## src/rtl/multicycle_control_fsm.sv

```systemverilog
// ---------------------------------------------------------------------------
// multicycle_control_fsm
//   Sequencing controller for the multi-cycle MIPS datapath. Each instruction
//   steps through fetch, decode, execute, memory and writeback states. Most
//   outputs are decoded from the registered state (Moore). A few depend on
//   inputs in the current cycle (Mealy):
//     - ir_we and pc_we in FETCH
//     - pc_we in BRANCH
//     - retire and illegal_op
//
// Ports
//   clk        in   system clock, rising edge
//   rst_n      in   asynchronous active-low reset (forces IDLE)
//   opcode     in   instr[31:26]; sampled only in DECODE and MEMADR
//   zero       in   ALU zero flag, qualifies pc_we in BRANCH
//   mem_ready  in   memory accepted/completed the current request
//   mem_req    out  memory request
//   mem_we     out  memory write
//   iord       out  address select: 0 = PC, 1 = ALUOut
//   ir_we      out  instruction register load
//   pc_we      out  PC load
//   rf_we      out  register file write
//   sel_wa     out  write address: 0 = rt, 1 = rd, 2 = RA_INDEX
//   sel_alu_a  out  ALU A: 0 = PC, 1 = rs
//   sel_alu_b  out  ALU B: 0 = rt, 1 = 4, 2 = sign_imm, 3 = sign_imm<<2
//   sel_result out  writeback data: 0 = ALUOut, 1 = mem data, 2 = PC
//   sel_pc     out  PC source: 0 = ALU result, 1 = ALUOut, 2 = jump target
//   alu_op     out  0 = add, 1 = sub, 2 = funct-decoded
//   retire     out  pulse in the final cycle of each instruction
//   illegal_op out  pulse in DECODE on an unknown opcode
//   state      out  current state code, for debug
// ---------------------------------------------------------------------------
module multicycle_control_fsm #(
  parameter int RA_INDEX = 31
) (
  input  logic       clk,
  input  logic       rst_n,
  input  logic [5:0] opcode,
  input  logic       zero,
  input  logic       mem_ready,
  output logic       mem_req,
  output logic       mem_we,
  output logic       iord,
  output logic       ir_we,
  output logic       pc_we,
  output logic       rf_we,
  output logic [1:0] sel_wa,
  output logic       sel_alu_a,
  output logic [1:0] sel_alu_b,
  output logic [1:0] sel_result,
  output logic [1:0] sel_pc,
  output logic [1:0] alu_op,
  output logic       retire,
  output logic       illegal_op,
  output logic [3:0] state
);

  localparam logic [5:0] OP_RTYPE = 6'h00;
  localparam logic [5:0] OP_J     = 6'h02;
  localparam logic [5:0] OP_JAL   = 6'h03;
  localparam logic [5:0] OP_BEQ   = 6'h04;
  localparam logic [5:0] OP_ADDI  = 6'h08;
  localparam logic [5:0] OP_LW    = 6'h23;
  localparam logic [5:0] OP_SW    = 6'h2B;

  localparam logic [3:0] S_FETCH  = 4'd0;
  localparam logic [3:0] S_DECODE = 4'd1;
  localparam logic [3:0] S_MEMADR = 4'd2;
  localparam logic [3:0] S_MEMRD  = 4'd3;
  localparam logic [3:0] S_MEMWB  = 4'd4;
  localparam logic [3:0] S_MEMWR  = 4'd5;
  localparam logic [3:0] S_EXEC   = 4'd6;
  localparam logic [3:0] S_ALUWB  = 4'd7;
  localparam logic [3:0] S_ADDIEX = 4'd8;
  localparam logic [3:0] S_ADDIWB = 4'd9;
  localparam logic [3:0] S_BRANCH = 4'd10;
  localparam logic [3:0] S_JUMP   = 4'd11;
  localparam logic [3:0] S_JAL    = 4'd12;
  localparam logic [3:0] S_IDLE   = 4'd13;

  // RA_INDEX only documents which register sel_wa=2 addresses; the datapath
  // owns the actual mux, so the value is folded into a deliberately dead net.
  logic unused_ra_index;
  assign unused_ra_index = ^5'(RA_INDEX);

  logic [3:0] state_q;
  logic [3:0] state_d;

  // State register. Reset is asynchronous so an in-flight memory request
  // is dropped without waiting for a clock edge.
  always_ff @(posedge clk or negedge rst_n) begin
    if (!rst_n) begin
      state_q <= S_IDLE;
    end else begin
      state_q <= state_d;
    end
  end

  // Next-state logic
  always_comb begin
    state_d = state_q;
    case (state_q)
      S_IDLE:   state_d = S_FETCH;
      S_FETCH:  state_d = mem_ready ? S_DECODE : S_FETCH;
      S_DECODE: begin
        case (opcode)
          OP_LW, OP_SW: state_d = S_MEMADR;
          OP_RTYPE:     state_d = S_EXEC;
          OP_ADDI:      state_d = S_ADDIEX;
          OP_BEQ:       state_d = S_BRANCH;
          OP_J:         state_d = S_JUMP;
          OP_JAL:       state_d = S_JAL;
          default:      state_d = S_FETCH;
        endcase
      end
      S_MEMADR: state_d = (opcode == OP_LW) ? S_MEMRD : S_MEMWR;
      S_MEMRD:  state_d = mem_ready ? S_MEMWB : S_MEMRD;
      S_MEMWB:  state_d = S_FETCH;
      S_MEMWR:  state_d = mem_ready ? S_FETCH : S_MEMWR;
      S_EXEC:   state_d = S_ALUWB;
      S_ALUWB:  state_d = S_FETCH;
      S_ADDIEX: state_d = S_ADDIWB;
      S_ADDIWB: state_d = S_FETCH;
      S_BRANCH: state_d = S_FETCH;
      S_JUMP:   state_d = S_FETCH;
      S_JAL:    state_d = S_FETCH;
      default:  state_d = S_IDLE;  // unused codes 14/15 recover via IDLE
    endcase
  end

  // Output decode
  always_comb begin
    mem_req    = 1'b0;
    mem_we     = 1'b0;
    iord       = 1'b0;
    ir_we      = 1'b0;
    pc_we      = 1'b0;
    rf_we      = 1'b0;
    sel_wa     = 2'd0;
    sel_alu_a  = 1'b0;
    sel_alu_b  = 2'd0;
    sel_result = 2'd0;
    sel_pc     = 2'd0;
    alu_op     = 2'd0;
    retire     = 1'b0;
    illegal_op = 1'b0;
    case (state_q)
      S_FETCH: begin
        mem_req   = 1'b1;
        sel_alu_b = 2'd1;
        // IR and PC+4 commit only in the cycle memory delivers the word.
        ir_we     = mem_ready;
        pc_we     = mem_ready;
      end
      S_DECODE: begin
        sel_alu_b = 2'd3;
        case (opcode)
          OP_LW, OP_SW, OP_RTYPE, OP_ADDI, OP_BEQ, OP_J, OP_JAL: ;
          default: begin
            illegal_op = 1'b1;
            retire     = 1'b1;
          end
        endcase
      end
      S_MEMADR: begin
        sel_alu_a = 1'b1;
        sel_alu_b = 2'd2;
      end
      S_MEMRD: begin
        mem_req = 1'b1;
        iord    = 1'b1;
      end
      S_MEMWB: begin
        rf_we      = 1'b1;
        sel_result = 2'd1;
        retire     = 1'b1;
      end
      S_MEMWR: begin
        mem_req = 1'b1;
        mem_we  = 1'b1;
        iord    = 1'b1;
        retire  = mem_ready;
      end
      S_EXEC: begin
        sel_alu_a = 1'b1;
        alu_op    = 2'd2;
      end
      S_ALUWB: begin
        rf_we  = 1'b1;
        sel_wa = 2'd1;
        retire = 1'b1;
      end
      S_ADDIEX: begin
        sel_alu_a = 1'b1;
        sel_alu_b = 2'd2;
      end
      S_ADDIWB: begin
        rf_we  = 1'b1;
        retire = 1'b1;
      end
      S_BRANCH: begin
        sel_alu_a = 1'b1;
        alu_op    = 2'd1;
        sel_pc    = 2'd1;
        pc_we     = zero;
        retire    = 1'b1;
      end
      S_JUMP: begin
        sel_pc = 2'd2;
        pc_we  = 1'b1;
        retire = 1'b1;
      end
      S_JAL: begin
        rf_we      = 1'b1;
        sel_wa     = 2'd2;
        sel_result = 2'd2;  // PC already holds the return address (PC+4)
        sel_pc     = 2'd2;
        pc_we      = 1'b1;
        retire     = 1'b1;
      end
      default: ;
    endcase
  end

  assign state = state_q;

endmodule
```

## config.mk

```make
export PLATFORM = sky130hd
export DESIGN_NAME = multicycle_control_fsm
export DESIGN_NICKNAME = d
export VERILOG_FILES = /design/src/rtl/multicycle_control_fsm.sv
export SDC_FILE = /design/constraint.sdc
export NUM_CORES = 1
export LEC_CHECK = 0
export ABC_AREA = 1
export CAP_MARGIN = 20
export CORE_ASPECT_RATIO = 1.2
export CORE_MARGIN = 2
export CORE_UTILIZATION = 25
export DETAILED_ROUTE_END_ITERATION = 10
export HOLD_SLACK_MARGIN = 0.03
export PLACE_DENSITY_LB_ADDON = 0.2
export SLEW_MARGIN = 15
export SYNTH_ARGS = -nofsm -noshare
export SYNTH_HDL_FRONTEND = slang
export SYNTH_SLANG_ARGS = --single-unit
```

## constraint.sdc

```tcl
create_clock -name clk -period 1.6 [get_ports clk]
set_input_delay 0.32 -clock clk [delete_from_list [all_inputs] [get_ports clk]]
set_output_delay 0.32 -clock clk [all_outputs]
set_load 0.01 [all_outputs]
```

**Word-level counts from Yosys, hierarchy flattened**

Index checks and enable logic that the tools add are counted.

- Register bits: 4
- Input bits: 10
- Logic and storage cells: 53
- Output and inout port bits: 23

- Equality and inequality tests: 19
- Reductions and logical operators: 12
- Multiplexer cells: 21

Operator list:

| operator | count |
|---|---|
| 4-bit one-hot mux with 8 select lines | 1 |
| 4-bit equality test (second input constant) | 6 |
| 4-bit one-hot mux with 6 select lines | 1 |
| 4-bit by 3-bit equality test with 1-bit output (second input constant) | 4 |
| 2-bit one-hot mux with 2 select lines | 4 |
| 7-bit OR reduction | 2 |
| 6-bit by 2-bit equality test with 1-bit output (second input constant) | 2 |
| 6-bit equality test (second input constant) | 2 |
| 1-bit 2-to-1 mux | 9 |
| 3-bit 2-to-1 mux | 3 |
| 4-bit by 2-bit equality test with 1-bit output (second input constant) | 2 |
| 2-bit OR reduction | 4 |
| 4-bit OR reduction | 2 |
| 6-bit by 3-bit equality test with 1-bit output (second input constant) | 1 |
| 6-bit by 4-bit equality test with 1-bit output (second input constant) | 1 |
| 6-bit zero test | 1 |
| 1-bit one-hot mux with 3 select lines | 2 |
| 2-bit one-hot mux with 3 select lines | 1 |
| 6-bit OR reduction | 1 |
| 4-bit by 1-bit equality test with 1-bit output (second input constant) | 1 |
| 4-bit zero test | 1 |
| 3-bit OR reduction | 1 |

**Logic depth before layout (Yosys ltp)**

Gate-level depths: netlist of the first run.

- Word-level depth: 4
- Depth in mapped cells: 8
- Gate-level depth less buffers: 8

**Least setup slack after synthesis of the first run**

No wires, ideal clock.

- Path kind: reg2out
- From: register state_q[3], in the netlist state[3]
- To: output pc_we
- Stages on the path, launching flop included: 7
- Path slack: 12 ps
- Arrival time: 1268 ps
- Data required time: 1280 ps
- Path buffers: 0
- Cells stage by stage: dfstp_2 inv_1 nor2_2 inv_1 nor2_1 a21oi_1 nand2_1

- Cells in the longest elaborated chain, start to end: 3
- Elaborated cells between the ends (all ways): 6
- Those cells by class: 3 x eq/ne; 1 x mux; 2 x reduce/logical

RTL lines:

| element | line | RTL |
|---|---|---|
| start: declaration | 86 | `logic [3:0] state_q;` |
| start signal: assignment | 95 | `state_q <= state_d;` |
| 4-bit equality test | 147 | `case (state_q)` |
| 2-bit OR reduction (no line) | - |  |
| 1-bit one-hot mux with 3 select lines (*) | 147 |  |
| end: declaration | 45 | `output logic pc_we,` |

Mark *: on every way between the ends. The rest lies on a longest branch, timed or not.

**Worst setup path after layout of the first run**

- From: register state_q[0], in the netlist state[0]
- To: output retire

- Cells in the longest elaborated chain, start to end: 3
- Elaborated cells between the ends (all ways): 10
- Those cells by class: 8 x eq/ne; 1 x mux; 1 x reduce/logical

RTL lines:

| element | line | RTL |
|---|---|---|
| 4-bit equality test / 4-bit by 3-bit equality test with 1-bit output (equally long branches) | 147 |  |
| 6-bit OR reduction (no line) | - |  |
| 1-bit one-hot mux with 3 select lines (*) | 147 |  |
| end: declaration | 53 | `output logic retire,` |

Marks and branches as above.

==> flow_summary.json, run 1 <==
{
  "outcome": "complete, but fails checks",
  "violations": "negative setup slack",
  "reg2reg_slack_ns": 0.07,
  "final_cell_mix": "32 x buf_4, 27 x buf_6, 19 x nand2_1",
  "tightest_slew_ns": 0.188,
  "seq_area_frac_synth": 0.180,
  "cts.sinks": 4,
  "r2r_cells": 10,
  "fin_hold_ws_ns": 0.265,
  "cp_top_family": "flip-flops",
  "dp_hpwl_mm": 1.57,
  "drv_cap": 0,
  "wl_mm": 2.47,
  "cts_tree": "yes",
  "drive_gt1_frac": 0.631,
  "grt_usage": 0.184,
  "power_density_nw_per_um2": 921,
  "crit_slowest_cell": "dfstp_2",
  "syn2layout_area_growth_pct": 169,
  "diodes": 0,
  "post-route-period-util": 1.17,
  "cpPeakStageDelay_ns": 0.62,
  "grt_overflow": 0,
  "die_y_um": 56.6,
  "ys_warn_count": 0,
  "cts_hold_buf": 0,
  "finalSetupViolCount": 19,
  "cp_num_buf_inv": 2,
  "placementRows": 19,
  "max-slew-margin-rel": 0.874,
  "cts_buffers": 3,
  "design.die.area_um2": 2710,
  "r2r_start": "state[0]",
  "yosys.cell_types.count": 16,
  "max_freq_mhz": 533,
  "critical_path.max_fanout": 5,
  "avgSynthCellArea_um2": 5.15,
  "wl_per_cell_um": 10.9,
  "vias_per_cell": 4.36,
  "ant_nets": 0,
  "drtIter0Drc": 16,
  "largest_reg_flops": 4,
  "via_count": 986,
  "ios": 33,
  "place_ws_ns": -0.562,
  "crit_top_cell": "nand2_2",
  "fin_skew_ns": 0.0118,
  "insertion_delay_ns": 0.25,
  "p_leak_nw": 0.887,
  "rsz0062_at_grt": "true",
  "crit_chain": "nor2_4 -> nand2_2 -> inv_2 -> nor2_2 -> nand2_2 -> nor2_1 -> nand2_1 -> buf_2",
  "hp-class": "input pin to async pin",
  "hold_viol": 0,
  "timing.final.ws_setup_ns": -0.277,
  "worst_setup_path_end_kind": "output port",
  "drv_slew": 0,
  "cp-start-kind": "flop",
  "htree_num_levels": 1,
  "cp_num_cells": 8,
  "drc_errors": 0,
  "power.total_mw": 1.43,
  "gp_congestion": 0.849,
  "grt_max_degree": 7,
  "grt_pass1_wl_mm": 3.73,
  "critPathCapture": "retire",
  "portBuffers": 32,
  "synth_nets": 122,
  "dp_cells": 206,
  "clkTransAtPathRegs_ns": 0.05,
  "ir_drop_v": 0.000577,
  "rr_endpoint": "state[1]",
  "synthCells": 112,
  "min_period_ns": 1.88,
  "final_common_cell": "buf_4",
  "core_um2": 2230,
  "instances_no_fill": 226,
  "cts_root_buf": "clkbuf_4",
  "nets": 206,
  "die_w_um": 47.9,
  "synthesis.area_um2": 577,
  "initial_core_util": 0.258,
  "critPathKind": "flop to output port",
  "crit_required_ns": 1.28,
  "grt_pass1_vias": 962,
  "critical_path_arrival_ns": 1.56,
  "drt-pass1-iter-count": 4,
  "synth_seq_cells": 4,
  "antenna_found_initial": 0,
  "cts_max_path_buffers": 2,
  "cp-startpoint": "state[0]"
}
==> what timing repair did <==
item,CTS,global route
endpoints found under the setup margin,23,22
resized for setup,151,34
buffers inserted,13,5
pin swaps,19,16
==> worst min path at each step <==
stage / start / endpoint / slack (ns) / cells past startpoint
2_1_floorplan: rst_n / state[1] / 0.02 / 0
3_3_place_gp: rst_n / state[1] / 0.52 / 1
3_5_place_dp: rst_n / state[1] / 0.53 / 1
4_1_cts: rst_n / state[1] / 0.26 / 1
5_1_grt: rst_n / state[1] / 0.29 / 1
6_report: rst_n / state[1] / 0.27 / 1
==> synthesized netlist by cell type <==
library cell	n	area, um2
nor2_4	2	22.5
nand3_1	13	65.1
dfstp_2	3	78.8
nor2_1	21	78.8
and2_1	1	6.26
nor2_2	1	6.26
dfrtp_1	1	25.0
o21ai_1	2	10.0
o211ai_1	2	15.0
nand2_2	1	6.26
nand4_1	1	6.26
buf_4	2	15.0
o21ai_0	5	25.0
a21oi_1	2	10.0
inv_1	24	90.1
nand2_1	31	116
==> routing by layer <==
metal,wire [um],vias to the layer above,GRT usage
met4,48,0,0.0888
met5,0,-,0
met1,847,440,0.189
met3,86,4,0
li1,-,511,-
met2,1480,31,0.349
==> cell type report <==
class	instances	area, um2
inverters	24	108
flip-flops and latches	4	105
fillers	198	686
multi-input cells	82	557
repair buffers	81	714
well taps	31	38.8
clock buffers	4	26.3
==> where the power goes <==
part	total, mW	internal [mW]	switching, mW	leakage (nW)
Sequential	0.192	0.140	0.0521	0.0434
Clock	0.146	0.0942	0.0522	0.0150
Combinational	1.09	0.552	0.537	0.828
==> metrics by stage <==
| stage | TNS (ns) | utilization | cell area (um2) |
|---|---|---|---|
| 3_3_place_gp | -5.15 | 0.523 | 1170 |
| 4_1_cts | -2.19 | 0.638 | 1430 |
| 5_1_grt | -3.44 | 0.693 | 1550 |
| 2_1_floorplan | 0 | - | 577 |
| 6_report | -2.59 | 0.693 | 1550 |
| 3_5_place_dp | -5.35 | 0.523 | 1170 |
==> kinds of logic (layout without fill, tap and decap cells) <==
group,count (synthesis),count (layout),synth area share
AOI/OAI and AO/OA,11,11,0.104
and+or+nand+nor,71,71,0.534
buffers and inverters,26,109,0.182
DFF,4,4,0.180
Note: power is estimated with default switching activity, not from simulation.
==> run 2, diff against run 1 <==
--- a/config.mk
+++ b/config.mk
@@ -6,10 +6,10 @@
 export NUM_CORES = 1
 export LEC_CHECK = 0
 export ABC_AREA = 1
-export CAP_MARGIN = 20
 export CORE_ASPECT_RATIO = 1.2
 export CORE_MARGIN = 2
 export CORE_UTILIZATION = 25
+export CTS_BUF_LIST = sky130_fd_sc_hd__clkbuf_16
 export DETAILED_ROUTE_END_ITERATION = 10
 export HOLD_SLACK_MARGIN = 0.03
 export PLACE_DENSITY_LB_ADDON = 0.2
==> flow_summary.json, run 2 (synthesis gave the netlist of run 1 again) <==
{
  "power.total_mw": 1.63,
  "cts_buffers": 3,
  "critical_path.max_fanout": 5,
  "placementRows": 19,
  "crit_required_ns": 1.28,
  "portBuffers": 32,
  "diodes": 0,
  "design.die.area_um2": 2710,
  "final_cell_mix": "30 x buf_4, 26 x buf_6, 19 x nand2_1",
  "cts_root_buf": "clkbuf_16",
  "crit_chain": "nor2_4 -> inv_2 -> nor2_4 -> nor2_4 -> nand2_2 -> nor2_1 -> nand2_1 -> buf_2",
  "cp-startpoint": "state[0]",
  "cp_num_buf_inv": 2,
  "cts_hold_buf": 0,
  "via_count": 975,
  "antenna_found_initial": 0,
  "instances_no_fill": 223,
  "initial_core_util": 0.258,
  "insertion_delay_ns": 0.23,
  "finalSetupViolCount": 19,
  "fin_skew_ns": 0.00497,
  "crit_top_cell": "nor2_4",
  "grt_pass1_vias": 1016,
  "dp_hpwl_mm": 1.57,
  "ir_drop_v": 0.000733,
  "drv_cap": 0,
  "cts_tree": "yes",
  "power_density_nw_per_um2": 1060,
  "outcome": "complete, but fails checks",
  "largest_reg_flops": 4,
  "drive_gt1_frac": 0.609,
  "grt_max_degree": 7,
  "place_ws_ns": -0.562,
  "ios": 33,
  "core_um2": 2230,
  "cts.sinks": 4,
  "wl_mm": 2.45,
  "stdcell_area_um2": 1540,
  "final_common_cell": "buf_4",
  "hold_viol": 0,
  "violations": "negative setup slack",
  "grt_usage": 0.204,
  "max-slew-margin-rel": 0.862,
  "hp-class": "input pin to async pin",
  "vias_per_cell": 4.37,
  "grt_overflow": 0,
  "p_leak_nw": 0.885,
  "drtIter0Drc": 5,
  "cp_top_family": "flip-flops",
  "htree_num_levels": 1,
  "grt_pass1_wl_mm": 4.04,
  "critical_path_arrival_ns": 1.52,
  "r2r_start": "state[0]",
  "critPathKind": "flop to output port",
  "r2r_cells": 10,
  "crit_slowest_cell": "dfstp_2",
  "timing.final.ws_setup_ns": -0.241,
  "place_area_um2": 1170,
  "drc_errors": 0,
  "nets": 203,
  "post-route-period-util": 1.15,
  "cpPeakStageDelay_ns": 0.61,
  "cts_max_path_buffers": 2,
  "max_freq_mhz": 543,
  "gp_congestion": 0.849,
  "worst_setup_path_end_kind": "output port",
  "clkTransAtPathRegs_ns": 0.03,
  "ant_nets": 0,
  "syn2layout_area_growth_pct": 167,
  "dp_cells": 206,
  "cp_num_cells": 8,
  "fin_hold_ws_ns": 0.288,
  "drv_slew": 0,
  "rsz0062_at_grt": "true",
  "drt-pass1-iter-count": 4,
  "cp-start-kind": "flop",
  "die_w_um": 47.9,
  "die_y_um": 56.6,
  "tightest_slew_ns": 0.205,
  "wl_per_cell_um": 11.0,
  "min_period_ns": 1.84
}
==> run 2: area by class of cell <==
type	instances	area, um2
Sequential cell	4	105
Tap cell	31	38.8
Clock inverter	1	3.75
Fill cell	195	693
Clock buffer	3	75.1
Timing Repair Buffer	78	682
Multi-Input combinational cell	82	539
Inverter	24	97.6
==> run 2: final timing paths <==
check / end / slack, ns
max reg2reg: state[1] / 0.10
min in group clk: state[0] / 0.70
max in group asynchronous: state[2] / 1.08
min: state[1] / 0.29
max: retire / -0.24
min reg2reg: state[0] / 0.86
==> run 2: report_power, final <==
group	switching, mW	internal (mW)	leakage [nW]	total, mW
sequential	0.0474	0.140	0.0434	0.188
combinational	0.523	0.517	0.799	1.04
clock	0.0762	0.323	0.0423	0.399
==> run 2: stage by stage <==
step | util | setup TNS (ns)
final | 0.690 | -1.93
after global routing | 0.690 | -2.95
after CTS | 0.660 | -1.58
after detailed placement | 0.523 | -5.35
after global placement | 0.523 | -5.15
after floorplan | - | 0
==> run 2: per-layer routing <==
layer  vias up  wire [um]  global-route usage
met5         -          0                   0
met4         0         39              0.0811
met3         4         60              0.0257
met2        26       1540               0.408
met1       442        817               0.181
li1        503          -                   -
==> run 2: what timing repair did <==
action,4_1_cts,5_1_grt
setup endpoints to repair,23,21
setup buffers,12,3
pin swaps,23,6
gates resized for setup,160,15
